<file path="src/rtl/adaptive_thresh_pkg.sv">
// Shared definitions for the adaptive-thresholding pipeline: phase codes,
// divide-by-9 reciprocal constants and the box-filter FSM encoding.
package adaptive_thresh_pkg;

  localparam logic [2:0] GS_BOX    = 3'd1;
  localparam logic [2:0] GS_THRESH = 3'd2;

  localparam logic [12:0] RECIP9       = 13'd7282;
  localparam int          RECIP9_SHIFT = 16;

  localparam int ACC_W  = 12;
  localparam int PROD_W = 25;
  localparam int PIX_W  = 8;

  typedef enum logic [2:0] {
    ST_IDLE  = 3'd0,
    ST_READ  = 3'd1,
    ST_LAST  = 3'd2,
    ST_WRITE = 3'd3,
    ST_DONE  = 3'd4
  } box_state_e;

endpackage

</file>
<file path="src/rtl/box_mean_div9.sv">
// Combinational 3x3 mean: floor(acc/9) via multiply by 7282 and shift by 16,
// exact for every accumulator value a full 9-tap window of bytes can reach.
module box_mean_div9
  import adaptive_thresh_pkg::*;
(
  input  logic [ACC_W-1:0] acc_i,
  output logic [PIX_W-1:0] mean_o
);

  logic [PROD_W-1:0] prod;

  assign prod   = PROD_W'(acc_i) * PROD_W'(RECIP9);
  assign mean_o = PIX_W'(prod >> RECIP9_SHIFT);

endmodule

</file>
<file path="src/rtl/box_filter.sv">
// 3x3 clamp-to-edge box filter: walks the image in raster order, reads nine
// neighbours per pixel through a 1-cycle-latency port and writes their mean.
module box_filter
  import adaptive_thresh_pkg::*;
#(
  parameter int         WIDTH_BITS  = 8,
  parameter int         HEIGHT_BITS = 8,
  parameter logic [2:0] RUN_STATE   = GS_BOX
) (
  input  logic                   clock,
  input  logic                   reset,
  input  logic [2:0]             global_state,
  output logic [WIDTH_BITS-1:0]  oImageCol,
  output logic [HEIGHT_BITS-1:0] oImageRow,
  input  logic [7:0]             iImageData,
  output logic [WIDTH_BITS-1:0]  oThresholdCol,
  output logic [HEIGHT_BITS-1:0] oThresholdRow,
  output logic [7:0]             oThresholdData,
  output logic                   oThresholdWren,
  output logic                   finished
);

  box_state_e state_q, state_d;

  logic [3:0]             tap_q, tap_d;
  logic [ACC_W-1:0]       acc_q, acc_d;
  logic [WIDTH_BITS-1:0]  col_q, col_d;
  logic [HEIGHT_BITS-1:0] row_q, row_d;
  logic [WIDTH_BITS-1:0]  img_col_q, img_col_d;
  logic [HEIGHT_BITS-1:0] img_row_q, img_row_d;
  logic [WIDTH_BITS-1:0]  thr_col_q, thr_col_d;
  logic [HEIGHT_BITS-1:0] thr_row_q, thr_row_d;
  logic [PIX_W-1:0]       thr_data_q, thr_data_d;
  logic                   wren_q, wren_d;
  logic                   fin_q, fin_d;

  logic                   run;
  logic                   last_pix;
  logic [ACC_W-1:0]       acc_sum;
  logic [PIX_W-1:0]       mean;
  logic [WIDTH_BITS-1:0]  nxt_col;
  logic [HEIGHT_BITS-1:0] nxt_row;

  logic                   load_addr;
  logic [3:0]             addr_tap;
  logic [WIDTH_BITS-1:0]  addr_col;
  logic [HEIGHT_BITS-1:0] addr_row;
  logic [1:0]             dx_sel, dy_sel;

  assign run      = (global_state == RUN_STATE);
  assign last_pix = (col_q == '1) && (row_q == '1);
  assign acc_sum  = acc_q + ACC_W'(iImageData);
  assign nxt_col  = col_q + WIDTH_BITS'(1);
  assign nxt_row  = (col_q == '1) ? row_q + HEIGHT_BITS'(1) : row_q;

  box_mean_div9 u_div9 (
    .acc_i  (acc_sum),
    .mean_o (mean)
  );

  always_ff @(posedge clock or posedge reset) begin
    if (reset) begin
      state_q    <= ST_IDLE;
      tap_q      <= '0;
      acc_q      <= '0;
      col_q      <= '0;
      row_q      <= '0;
      img_col_q  <= '0;
      img_row_q  <= '0;
      thr_col_q  <= '0;
      thr_row_q  <= '0;
      thr_data_q <= '0;
      wren_q     <= 1'b0;
      fin_q      <= 1'b0;
    end else begin
      state_q    <= state_d;
      tap_q      <= tap_d;
      acc_q      <= acc_d;
      col_q      <= col_d;
      row_q      <= row_d;
      img_col_q  <= img_col_d;
      img_row_q  <= img_row_d;
      thr_col_q  <= thr_col_d;
      thr_row_q  <= thr_row_d;
      thr_data_q <= thr_data_d;
      wren_q     <= wren_d;
      fin_q      <= fin_d;
    end
  end

  always_comb begin
    state_d = state_q;
    case (state_q)
      ST_IDLE:  if (run) state_d = ST_READ;
      ST_READ:  if (tap_q == 4'd8) state_d = ST_LAST;
      ST_LAST:  state_d = ST_WRITE;
      ST_WRITE: state_d = last_pix ? ST_DONE : ST_READ;
      ST_DONE:  if (!run) state_d = ST_IDLE;
      default:  state_d = ST_IDLE;
    endcase
  end

  // Tap k's address is registered on the edge entering it; its data is
  // accumulated one edge later, so the sum trails the address by one tap.
  always_comb begin
    tap_d      = tap_q;
    acc_d      = acc_q;
    col_d      = col_q;
    row_d      = row_q;
    thr_col_d  = thr_col_q;
    thr_row_d  = thr_row_q;
    thr_data_d = thr_data_q;
    wren_d     = 1'b0;
    load_addr  = 1'b0;
    addr_tap   = tap_q + 4'd1;
    addr_col   = col_q;
    addr_row   = row_q;
    case (state_q)
      ST_IDLE: begin
        if (run) begin
          tap_d     = '0;
          acc_d     = '0;
          col_d     = '0;
          row_d     = '0;
          load_addr = 1'b1;
          addr_tap  = '0;
          addr_col  = '0;
          addr_row  = '0;
        end
      end
      ST_READ: begin
        if (tap_q != 4'd0) acc_d = acc_sum;
        if (tap_q != 4'd8) begin
          tap_d     = tap_q + 4'd1;
          load_addr = 1'b1;
        end
      end
      ST_LAST: begin
        acc_d      = acc_sum;
        wren_d     = 1'b1;
        thr_data_d = mean;
        thr_col_d  = col_q;
        thr_row_d  = row_q;
      end
      ST_WRITE: begin
        acc_d     = '0;
        tap_d     = '0;
        col_d     = nxt_col;
        row_d     = nxt_row;
        load_addr = !last_pix;
        addr_tap  = '0;
        addr_col  = nxt_col;
        addr_row  = nxt_row;
      end
      default: ;
    endcase
    fin_d = (state_d == ST_DONE);

    case (addr_tap)
      4'd0, 4'd1, 4'd2: dy_sel = 2'd0;
      4'd3, 4'd4, 4'd5: dy_sel = 2'd1;
      default:          dy_sel = 2'd2;
    endcase
    case (addr_tap)
      4'd0, 4'd3, 4'd6: dx_sel = 2'd0;
      4'd1, 4'd4, 4'd7: dx_sel = 2'd1;
      default:          dx_sel = 2'd2;
    endcase

    img_col_d = img_col_q;
    img_row_d = img_row_q;
    if (load_addr) begin
      case (dx_sel)
        2'd0:    img_col_d = (addr_col == '0) ? addr_col : addr_col - WIDTH_BITS'(1);
        2'd2:    img_col_d = (addr_col == '1) ? addr_col : addr_col + WIDTH_BITS'(1);
        default: img_col_d = addr_col;
      endcase
      case (dy_sel)
        2'd0:    img_row_d = (addr_row == '0) ? addr_row : addr_row - HEIGHT_BITS'(1);
        2'd2:    img_row_d = (addr_row == '1) ? addr_row : addr_row + HEIGHT_BITS'(1);
        default: img_row_d = addr_row;
      endcase
    end
  end

  assign oImageCol      = img_col_q;
  assign oImageRow      = img_row_q;
  assign oThresholdCol  = thr_col_q;
  assign oThresholdRow  = thr_row_q;
  assign oThresholdData = thr_data_q;
  assign oThresholdWren = wren_q;
  assign finished       = fin_q;

endmodule

</file>
<file path="config.mk">
export PLATFORM = sky130hd
export DESIGN_NAME = box_filter
export DESIGN_NICKNAME = d
export VERILOG_FILES = /design/src/rtl/adaptive_thresh_pkg.sv /design/src/rtl/box_mean_div9.sv /design/src/rtl/box_filter.sv
export SDC_FILE = /design/constraint.sdc
export NUM_CORES = 1
export LEC_CHECK = 0
export CAP_MARGIN = 20
export CORE_AREA = 2 2 119 110
export CTS_BUF_LIST = sky130_fd_sc_hd__clkbuf_8 sky130_fd_sc_hd__clkbuf_16
export DETAILED_ROUTE_END_ITERATION = 12
export DIE_AREA = 0 0 121 112
export PLACE_DENSITY = 0.76
export SLEW_MARGIN = 5
export SYNTH_ARGS = -nofsm -noshare
export SYNTH_HDL_FRONTEND = slang
export SYNTH_SLANG_ARGS = --single-unit
export TNS_END_PERCENT = 50
</file>
<file path="constraint.sdc">
create_clock -name clock -period 9 [get_ports clock]
set_input_delay 1.8 -clock clock [delete_from_list [all_inputs] [get_ports clock]]
set_output_delay 1.8 -clock clock [all_outputs]
set_load 0.01 [all_outputs]
</file>
# After elaboration in Yosys (flattened, before gate mapping)
# Cells that the tools add are included.
[totals]
ff_bits = 77
latchBits = 0
ram_bits = 0
rom_bits = 0
in_bits = 13
output_inout_bits = 42
memories = 0
[classes]
add_sub_neg = 8
multipliers = 1
div = 0
magnitude_cmp = 0
n_eq_ne = 24
n_shift = 0
n_mux = 30
n_bitwise = 0
n_reduce_logical = 17
[op_table]
columns = ["operator", "count"]
rows = [
  ["$pmux 8 s2", 4],
  ["$mux 8", 7],
  ["$pmux 12 s4", 1],
  ["$add 8x1->8 const B", 4],
  ["$eq 8x8->1 const B", 4],
  ["$mux 12", 2],
  ["$mul 12x12->23 const B", 1],
  ["$eq 4x3->1 const B", 4],
  ["$logic_not 8->1", 2],
  ["$sub 8x1->8 const B", 2],
  ["$pmux 3 s5", 1],
  ["$add 12x8->12", 1],
  ["$mux 3", 4],
  ["$mux 4", 3],
  ["$pmux 4 s3", 1],
  ["$reduce_or 3->1", 4],
  ["$eq 4x2->1 const B", 2],
  ["$pmux 2 s2", 2],
  ["$pmux 4 s2", 1],
  ["$reduce_bool 4->1", 2],
  ["$eq 3x1->1 const B", 2],
  ["$eq 3x2->1 const B", 2],
  ["$eq 3x3->1 const B", 2],
  ["$ne 2x2->1 const B", 3],
  ["other kinds (14)", 19],
]

# Longest topological paths before layout
# Gate-level depths: netlist of run 1.
[logic_depth]
ltp_word = 8
mapped_depth = 26

# Hierarchy
# From an unflattened synthesis of run 1, not the netlist that was laid out.
[hier_totals]
cells_unflattened = 775
hier_area_um2 = 7178.1
[modules_own_cells]
columns = ["mod", "n_inst", "cells_each", "area_each_um2", "seq_area_each_um2"]
rows = [
  ["box_filter", 1, 520, 4924.7, 1926.8],
  ["box_mean_div9", 1, 255, 2253.4, 0.0],
]

# Least setup slack after synthesis of run 1
# Ideal clock, no wire load.
[synth_timing]
path_kind = "input to register"
from = "in iImageData[0]"
to = "reg thr_data_q[6], in the netlist oThresholdData[6]"
t_arrival_ns = 7.639
required_ns = 8.865
slack_ns = 1.226
cell_stages = 25
n_path_buf = 0
path_cell_list = "ha_1 > fa_1 > a21oi_1 > o211ai_1 > o41ai_2 > xnor2_1 > xor2_1 > ha_1 > ha_1 > inv_1 > fa_1 > inv_1 > fa_1 > inv_1 > fa_1 > inv_1 > ha_1 > o211ai_1 > or3_1 > or4_1 > nand2_1 > o221ai_1 > o2111ai_1 > xnor2_1 > o21ai_0"
[synth_between]
elab_chain_cells = 2
[synth_lines]
columns = ["element", "line", "rtl"]
rows = [
  ["from (decl)", "box_filter.sv:15", "input logic [7:0] iImageData,"],
  ["$add 12x8->12", "box_filter.sv:52", "assign acc_sum = acc_q + ACC_W'(iImageData);"],
  ["$mul 12x12->23", "box_mean_div9.sv:12", "assign prod = PROD_W'(acc_i) * PROD_W'(RECIP9);"],
  ["to (signal assigned)", "box_filter.sv:85", "thr_data_q <= thr_data_d;"],
  ["to (decl)", "box_filter.sv:33", "logic [PIX_W-1:0] thr_data_q, thr_data_d;"],
]
# No other way between the ends.
# A chain may end at the register's enable or synchronous reset.

# Worst setup path after layout of run 1
# Same ends and word-level chain as after synthesis.

==> flow_summary.ini, run 1 <==
[cts]
cts_resized = 0
clk_latency_ns = 0.35
cts-htree-levels = 3
cts.path.max_buffers = 2
cts_setup_buffers = 0
cts_root_buf = clkbuf_16
cts_buffers = 9
cts_tree = yes
postCtsHoldBufs = 0
cts_num_sinks = 77
clkSlewWorstSetupHoldPaths_ns = 0.06

[setup_path]
cp_top_family = adder cells
startpoint_type = input port
r2r-start = acc_q[0]
path_buf_inv = 5
critical_path_required_ns = 9.21
reg2reg_to = oThresholdData[6]
rrSetupSlack_ns = 1.99
crit_arrival_ns = 8.70
cp_slowest_cell = fa_1
r2r_cells = 25
crit_path_max_incr_delay_ns = 0.55
crit_path_end_kind = flip-flop
critPathKind = in -> reg
worst-path-max-fanout = 7

[place]
dp_hpwl_um = 13100
gp_congestion = 0.950
io_buffers = 54

[logic_synthesis]
synth.distinct_cells = 78
synthFlopType = dfrtp_1
synth_mux_area_share_pct = 1.64
syn-num-nets = 900
synth_edf_count = 0
syn_inst = 779
synth-simple-area-share_pct = 19.2
yosys.area_share.adder_pct = 22.3
synth_seq_area_share_pct = 28.0
synth_area_um2 = 6880
synth_top_family_by_area = adder cells
synth_seq_cells = 77
async_flop_share_pct = 100
synth-compound-area-share_pct = 16.2
yosys.area_share.xor_xnor_pct = 6.31
postSynthAreaPerCell_um2 = 8.83
yosysWarnings = 0

[global_routing]
grt_pass1_wl_um = 28300
grt_max_degree = 78
grt_pass1_vias = 5627
antenna_found_initial = 0
grt_util_all_layers_pct = 26.3
overflow = 0

[sta]
max_freq_ghz = 0.118
drv_slew = 0
final-setup-viol-count = 0
finClkSkew_ns = 0.00498
worst_pin_slew_ns = 1.05
slew_headroom_pct = 28.1
finalHoldViolations = 0
rsz0062_at_grt = no
hold_slack_ns = 0.477
tns_ns = 0
min_period_ns = 8.49
finalCritPeriodShare_pct = 94.4

[status]
status = complete, no violations

[min_path]
hold_class = reg -> reg
hold_path_end = oThresholdCol[7]
hold_depth = 2
hold_start = oThresholdCol[7]

[drt]
dr.pass1.iters = 5
via_per_inst = 5.99
wirelength_um = 16900
vias = 5921
post_drt_wl_per_cell_um = 17.1
drtIter0Drc = 418
drc = 0
drtAntennaViolNets = 0

[job]
drv_cap = 0

[layout]
area.growth.synth_to_final_pct = 13.7
nFillCells = 1044
antenna_cells = 0
layout-drive-gt1-share_pct = 5.22
final_nets = 940
multi_input_area_um2 = 4510
seq_area_um2 = 1930

[floorplanning]
die_area_um2 = 13600
die_height_um = 112
pin_count = 55
start_util_pct = 55.7
coreArea_um2 = 12300
rows = 39
die_w_um = 121
-- cells by family (layout without fill, tap and decap cells) --
family | Yosys count | count (layout)
AND/OR/NAND/NOR | 260 | 260
AO/OA/AOI/OAI | 167 | 167
buffers and inverters | 109 | 154
adder cells (fa/ha/maj) | 108 | 108
flip-flops | 77 | 77
XOR/XNOR | 48 | 48
multiplexers | 10 | 10
-- worst register-to-register path: cells and delay by family (launching register included) --
family / cells / cell delay, ns
fa+ha+maj: 8 / 3.01
compound gates: 7 / 1.64
simple gates: 3 / 0.87
xor+xnor: 3 / 0.75
flops: 1 / 0.39
buf+inv: 4 / 0.21
-- synthesized netlist by cell type (all sizes together) (7+ instances only) --
cell type | count | area share [%]
nand2 | 104 | 5.7
ha | 84 | 15
dfrtp | 77 | 28
inv | 77 | 4.2
o21ai | 55 | 4.0
nor2 | 40 | 2.2
xnor2 | 40 | 5.1
a21oi | 27 | 2.0
fa | 24 | 7.0
nand3 | 22 | 1.7
clkbuf | 19 | 1.0
nand4 | 14 | 1.3
nor3 | 14 | 1.2
buf | 13 | 1.2
a21o | 11 | 1.2
and3 | 11 | 1.0
o211ai | 9 | 0.98
a31oi | 8 | 0.73
o31ai | 8 | 0.87
xor2 | 7 | 0.89
-- final cells by class --
cell class,count,area share (%)
Timing Repair Buffer,61,7.84
Sequential cell,77,24.6
Multi-Input combinational cell,593,57.7
Tap cell,164,2.62
Clock buffer,9,2.88
Inverter,77,3.69
Clock inverter,7,0.656
-- cell usage in the layout, fill, tap and decap left out, drive strengths merged, types with 22 or more instances in the layout --
master	instances
inv	79
nand2	104
o21ai	55
a21oi	27
dfrtp	77
ha	84
fa	24
nand3	22
clkdlybuf4s50	54
xnor2	40
nor2	40
-- registers in the layout, indices dropped and copies added (netlist names) --
signal / flops
acc_q: 12
col_q: 8
oImageCol: 8
oImageRow: 8
oThresholdCol: 8
oThresholdData: 8
oThresholdRow: 8
row_q: 8
tap_q: 4
state_q: 3
finished: 1
oThresholdWren: 1
-- worst max path at each step --
stage	start	endpoint	slack (ns)	cells after the start
floorplan	iImageData[0]	oThresholdData[6]	1.23	25
global placement	iImageData[0]	oThresholdData[6]	0.42	26
detailed placement	iImageData[0]	oThresholdData[6]	0.16	26
CTS	iImageData[0]	oThresholdData[6]	0.49	26
global route	iImageData[0]	oThresholdData[6]	0.009	26
finish	iImageData[0]	oThresholdData[6]	0.51	26
-- metal layers --
metal | GRT usage (%) | share of wire [%] | routed length [µm] | vias to the layer above
li1 | - | - | - | 2823
met1 | 38.5 | 48 | 8140 | 2856
met2 | 39.2 | 44 | 7350 | 216
met3 | 6.92 | 6.6 | 1120 | 26
met4 | 5.81 | 1.5 | 257 | 0
met5 | 0 | 0 | 0 | -
-- metrics by stage --
| stage | setup WS (ns) | utilization [%] | cells | area (µm²) |
|---|---|---|---|---|
| after floorplan | 1.23 | - | 779 | 6880 |
| after global placement | 0.421 | 60.9 | 971 | 7520 |
| after detailed placement | 0.163 | 60.9 | 971 | 7520 |
| after CTS | 0.492 | 63.1 | 987 | 7790 |
| after global routing | 0.00857 | 63.4 | 988 | 7820 |
| final | 0.508 | 63.4 | 988 | 7820 |
Power of run 1 is left out: the tool's default activity adds up to more than one toggle a clock period on the data nets, which glitch-free logic cannot reach.
==> run 2, diff against run 1 <==
- CTS_CLUSTER_DIAMETER: unset -> 50
==> results of run 2 <==
No change in the layout: final DEF, timing and power equal those of run 1.
Power of run 2 is left out for the same reason.
==> RTL change 1: new RTL, config.mk and constraints of run 1 <==
Re-encode `box_state_e` (5 states) as one-hot, 5 bits wide.
--- a/src/rtl/adaptive_thresh_pkg.sv
+++ b/src/rtl/adaptive_thresh_pkg.sv
@@ -14,8 +14,8 @@
 
-  typedef enum logic [2:0] {
-    ST_IDLE  = 3'd0,
-    ST_READ  = 3'd1,
-    ST_LAST  = 3'd2,
-    ST_WRITE = 3'd3,
-    ST_DONE  = 3'd4
+  typedef enum logic [4:0] {
+    ST_IDLE  = 5'b00001,
+    ST_READ  = 5'b00010,
+    ST_LAST  = 5'b00100,
+    ST_WRITE = 5'b01000,
+    ST_DONE  = 5'b10000
   } box_state_e;
Behaviour: no difference found for any inputs over 10 cycles, from zero or initial values and one cycle with reset high; not proved beyond that.
==> RTL change 1 against run 1 <==
Worst setup slack lost 0.092 ns. Clock skew increased by 0.0014 ns. Area after synthesis grew 2.5%. Sequential cell count increased by 2. Final area rose by 4.0%. Routed wire length is 9.0% higher. Non-clock buffer count is 5 higher.
Power is left out: it rests on default switching activity, and per cell area and clock period it moved more than threefold.
==> RTL change 1: results (changes against run 1) <==
metric;value;unit;change
status;finished, final reports clean;;unchanged
grt_pass1_wl;30400;um;was 28280 um
fill_cells;1033;;was 1044
worstMarginPinSlew;0.8066;ns;was 1.049 ns
root_buffer;clkbuf_16;;unchanged
crit_fanout;4;;was 7
grtUsageMet3;5.789;%;was 6.916%
track_usage;28.23;%;was 26.33%
yosysTopAreaCellShare;27.67;%;was 28.01%
synth_mux_area_share;1.366;%;was 1.637%
r2r-start;acc_q[2];;was acc_q[0]
globalplace.congestion;0.9236;;was 0.9503
grt_max_degree;80;;was 78
met2_usage;42.73;%;was 39.21%
drtAntennaViolNets;0;;unchanged
r2r-end;oThresholdData[5];;was oThresholdData[6]
pre_cts_slack;-0.1517;ns;was 0.1632 ns
synthTopCellsByCount;116 x nand2_1, 84 x ha_1, 78 x dfrtp_1;;was 104 x nand2_1, 84 x ha_1, 77 x dfrtp_1, 77 x inv_1, 53 x o21ai_0
yosys-top-cells-area;dfrtp_1 28%, ha_1 15%, fa_1 7.1%, nand2_1 6.2%, inv_1 4.0%;;was dfrtp_1 28%, ha_1 15%, fa_1 7.0%, nand2_1 5.7%, xnor2_1 5.1%
vias_per_cell;6.089;;was 5.993
synth_seq_area_share;28.05;%;was 28.01%
grt_pass1_vias;6148;;was 5627
synth_fa_ha_area_share;22.00;%;was 22.26%
reg2reg_depth;28;;was 25
wl_per_cell;17.87;um;was 17.07 um
synth_nets;929;;was 900
hpwl;13880;um;was 13050 um
clk_path_buf_depth;2;;unchanged
nets;982;;was 940
worst_clock_skew;0.006423;ns;was 0.004983 ns
drt-initial-drc-count;481;;was 418
numCtsBuffers;9;;unchanged
synth-compound-area-share;17.70;%;was 16.21%
cpPeakStageDelay;0.53;ns;was 0.55 ns
synth_xor_area_share;4.541;%;was 6.311%
diodes;0;;unchanged
reg2reg_slack;1.89;ns;was 1.99 ns
## RTL change 1: worst max path at each step
stage	from	end	slack (ns)	cells after the start
CTS	iImageData[0]	oThresholdData[5]	0.14	31
global placement	iImageData[0]	oThresholdData[5]	0.21	31
floorplan	iImageData[0]	oThresholdData[5]	0.82	29
finish	iImageData[2]	oThresholdData[5]	0.42	29
global route	iImageData[0]	oThresholdData[5]	0.02	31
detailed placement	iImageData[0]	oThresholdData[5]	-0.15	31
## RTL change 1: cells by family (layout without fill, tap and decap cells)
| kind of cell | after synthesis | in the layout |
|---|---|---|
| simple gates | 291 | 291 |
| compound gates | 183 | 183 |
| fa+ha+maj | 109 | 109 |
| buf+inv | 101 | 159 |
| flops | 79 | 79 |
| xor+xnor | 35 | 35 |
| mux | 9 | 9 |
## RTL change 1: final cells by class
class,instances,area [um^2],share of cell area (%)
Clock buffer,10,239.0,2.938
Clock inverter,6,61.31,0.7538
Inverter,77,290.3,3.569
Multi-Input combinational cell,627,4708,57.89
Sequential cell,79,1978,24.32
Tap cell,164,205.2,2.523
Timing Repair Buffer,66,650.6,8.000
## RTL change 1: layer usage
layer,vias up,share of wire [%]
li1,2983,-
met1,3041,48
met2,229,44
met3,13,6.5
met4,0,0.85
met5,-,0
## RTL change 1: critical path, delay by kind of cell
kind                       cells  cell delay, ns
xor gates and xnor gates       2            0.43
adders and majority gates      7            2.90
muxes                          1            0.27
and+or+nand+nor                2            0.30
AOI/OAI and AO/OA              9            2.13
buffers and inverters          8            0.97
## RTL change 1: stage by stage
step                cells  area, um^2  hold WS [ns]
floorplan             807        7053        0.4538
global placement     1012        7782        0.4583
detailed placement   1012        7782        0.4640
CTS                  1028        8083        0.4790
global route         1029        8133        0.5173
finish               1029        8133        0.4741
==> RTL change 2: new RTL, config.mk and constraints of run 1 <==
Without the edit above. Set the parameter `WIDTH_BITS` to 10 (it was 8).
--- a/src/rtl/box_filter.sv
+++ b/src/rtl/box_filter.sv
@@ -5,3 +5,3 @@
 #(
-  parameter int         WIDTH_BITS  = 8,
+  parameter int         WIDTH_BITS  = 10,
   parameter int         HEIGHT_BITS = 8,
Ports: changed (resized oImageCol and oThresholdCol); port bits go from 55 to 59. The function was not compared with the original's and may differ.
==> RTL change 2 against run 1 <==
Count of clock-buffer cells in the layout is the same. Worst setup slack got worse by 0.036 ns. First-iteration DRC count decreased by 12%. Sequential cell count increased by 6. Routed wire length is 8.4% higher. Maximum frequency down 0.43%. Clock skew increased by 0.0033 ns. Via count up 7.3%. Area after synthesis rose by 4.9%. Cell count grew 4.1%. Final area increased by 5.6%.
Power is left out: the tool's default activity adds up to more than one toggle a clock period on the data nets, which glitch-free logic cannot reach.
==> RTL change 2: results (changes against run 1) <==
metric;value;unit;change
globalplace.congestion;0.9480;;was 0.9503
reg2reg_slack;1.96;ns;was 1.99 ns
portBuffers;58;;was 54
cts_resized;0;;unchanged
m1WireLength;8970;um;was 8137 um
ys_types;78;;unchanged
diodes;0;;unchanged
synth_seq_area_share;28.79;%;was 28.01%
met2_usage;41.54;%;was 39.21%
yosys_warnings;0;;unchanged
vias_per_cell;6.174;;was 5.993
clk_path_buf_depth;2;;unchanged
largest_register;acc_q;;unchanged
via_count;6353;;was 5921
numCtsBuffers;9;;unchanged
wl_met3;1166;um;was 1115 um
wl_per_cell;17.77;um;was 17.07 um
grt_pass1_vias;6104;;was 5627
drt-initial-drc-count;366;;was 418
dpl-instance-area;7920;um^2;was 7518 um^2
h-tree-depth;3;;unchanged
grtUsageMet3;4.969;%;was 6.916%
slew-limit-headroom;29.43;%;was 28.06%
grt_max_degree;84;;was 78
hpwl;13780;um;was 13050 um
crit_fanout;7;;unchanged
use_met1;43.32;%;was 38.55%
worst_clock_skew;0.008326;ns;was 0.004983 ns
worstSkewPairLatency;0.35;ns;about the same
synthTopCellsByCount;113 x nand2_1, 84 x ha_1, 83 x dfrtp_1;;was 104 x nand2_1, 84 x ha_1, 77 x dfrtp_1, 77 x inv_1, 53 x o21ai_0
track_usage;28.33;%;was 26.33%
largest_reg_flops;12;;unchanged
wl_met2;7961;um;was 7352 um
pre_cts_slack;0.09525;ns;was 0.1632 ns
drive_gt1_share;5.202;%;was 5.218%
fill_cells;1017;;was 1044
status;finished, final reports clean;;unchanged
whs;0.4728;ns;was 0.4769 ns
yosys-top-cells-area;dfrtp_1 29%, ha_1 15%, fa_1 6.7%, nand2_1 5.9%, o21ai_0 3.3%;;was dfrtp_1 28%, ha_1 15%, fa_1 7.0%, nand2_1 5.7%, xnor2_1 5.1%
top_layer;met4;;unchanged
avgSynthCellArea;8.830;um^2;was 8.831 um^2
fin_ws;0.4711;ns;was 0.5075 ns
place_inst;1013;;was 971
clk_pin_slew;0.06;ns;about the same
antenna_found_initial;0;;unchanged
grt_pass1_wl;30660;um;was 28280 um
nets;982;;was 940
synth_nets;938;;was 900
arrival;8.73;ns;was 8.70 ns
synthArstFlopShare;100.0;%;unchanged
-- RTL change 2: layout make-up --
class | instances | area (um^2) | area share, %
Multi-Input combinational cell | 634 | 4755 | 57.55
Sequential cell | 83 | 2077 | 25.14
Timing Repair Buffer | 67 | 668.1 | 8.087
Inverter | 66 | 249.0 | 3.014
Clock buffer | 9 | 225.2 | 2.726
Tap cell | 164 | 205.2 | 2.484
Clock inverter | 6 | 82.58 | 0.9995
-- RTL change 2: cell families after synthesis --
| family | Yosys count | share of synthesized area [%] |
|---|---|---|
| AO/OA/AOI/OAI | 204 | 19.62 |
| XOR/XNOR | 36 | 4.370 |
| adder cells (fa/ha/maj) | 109 | 21.37 |
| buffers and inverters | 100 | 5.394 |
| flip-flops | 83 | 28.79 |
| multiplexers | 9 | 1.283 |
| AND/OR/NAND/NOR | 276 | 19.18 |
-- RTL change 2: worst max-delay path: stages --
cell and delay (ns):
clkdlybuf4s50_1 0.40, ha_1 0.23, fa_1 0.41, a21o_1 0.19, a21oi_1 0.23, o21bai_1 0.11, a21oi_1 0.26, xnor2_1 0.37
xor2_1 0.29, ha_1 0.28, ha_1 0.31, ha_1 0.33, fa_1 0.54, inv_1 0.06, fa_1 0.53, inv_1 0.05
ha_1 0.32, a2111oi_0 0.37, o21ai_0 0.22, nor3_1 0.27, a211oi_1 0.18, or3_1 0.44, a21oi_1 0.25, xor2_1 0.20
o21ai_0 0.09
-- RTL change 2: final timing paths --
check | startpoint | cells past startpoint | to
setup / recovery | iImageData[0] | 25 | oThresholdData[5]
hold / removal | oThresholdRow[1] | 2 | oThresholdRow[1]
setup reg to reg | acc_q[0] | 24 | oThresholdData[5]
hold reg to reg | oThresholdRow[1] | 2 | oThresholdRow[1]
max in group asynchronous | reset | 4 | oThresholdData[0]
min in group asynchronous | reset | 3 | oThresholdCol[0]
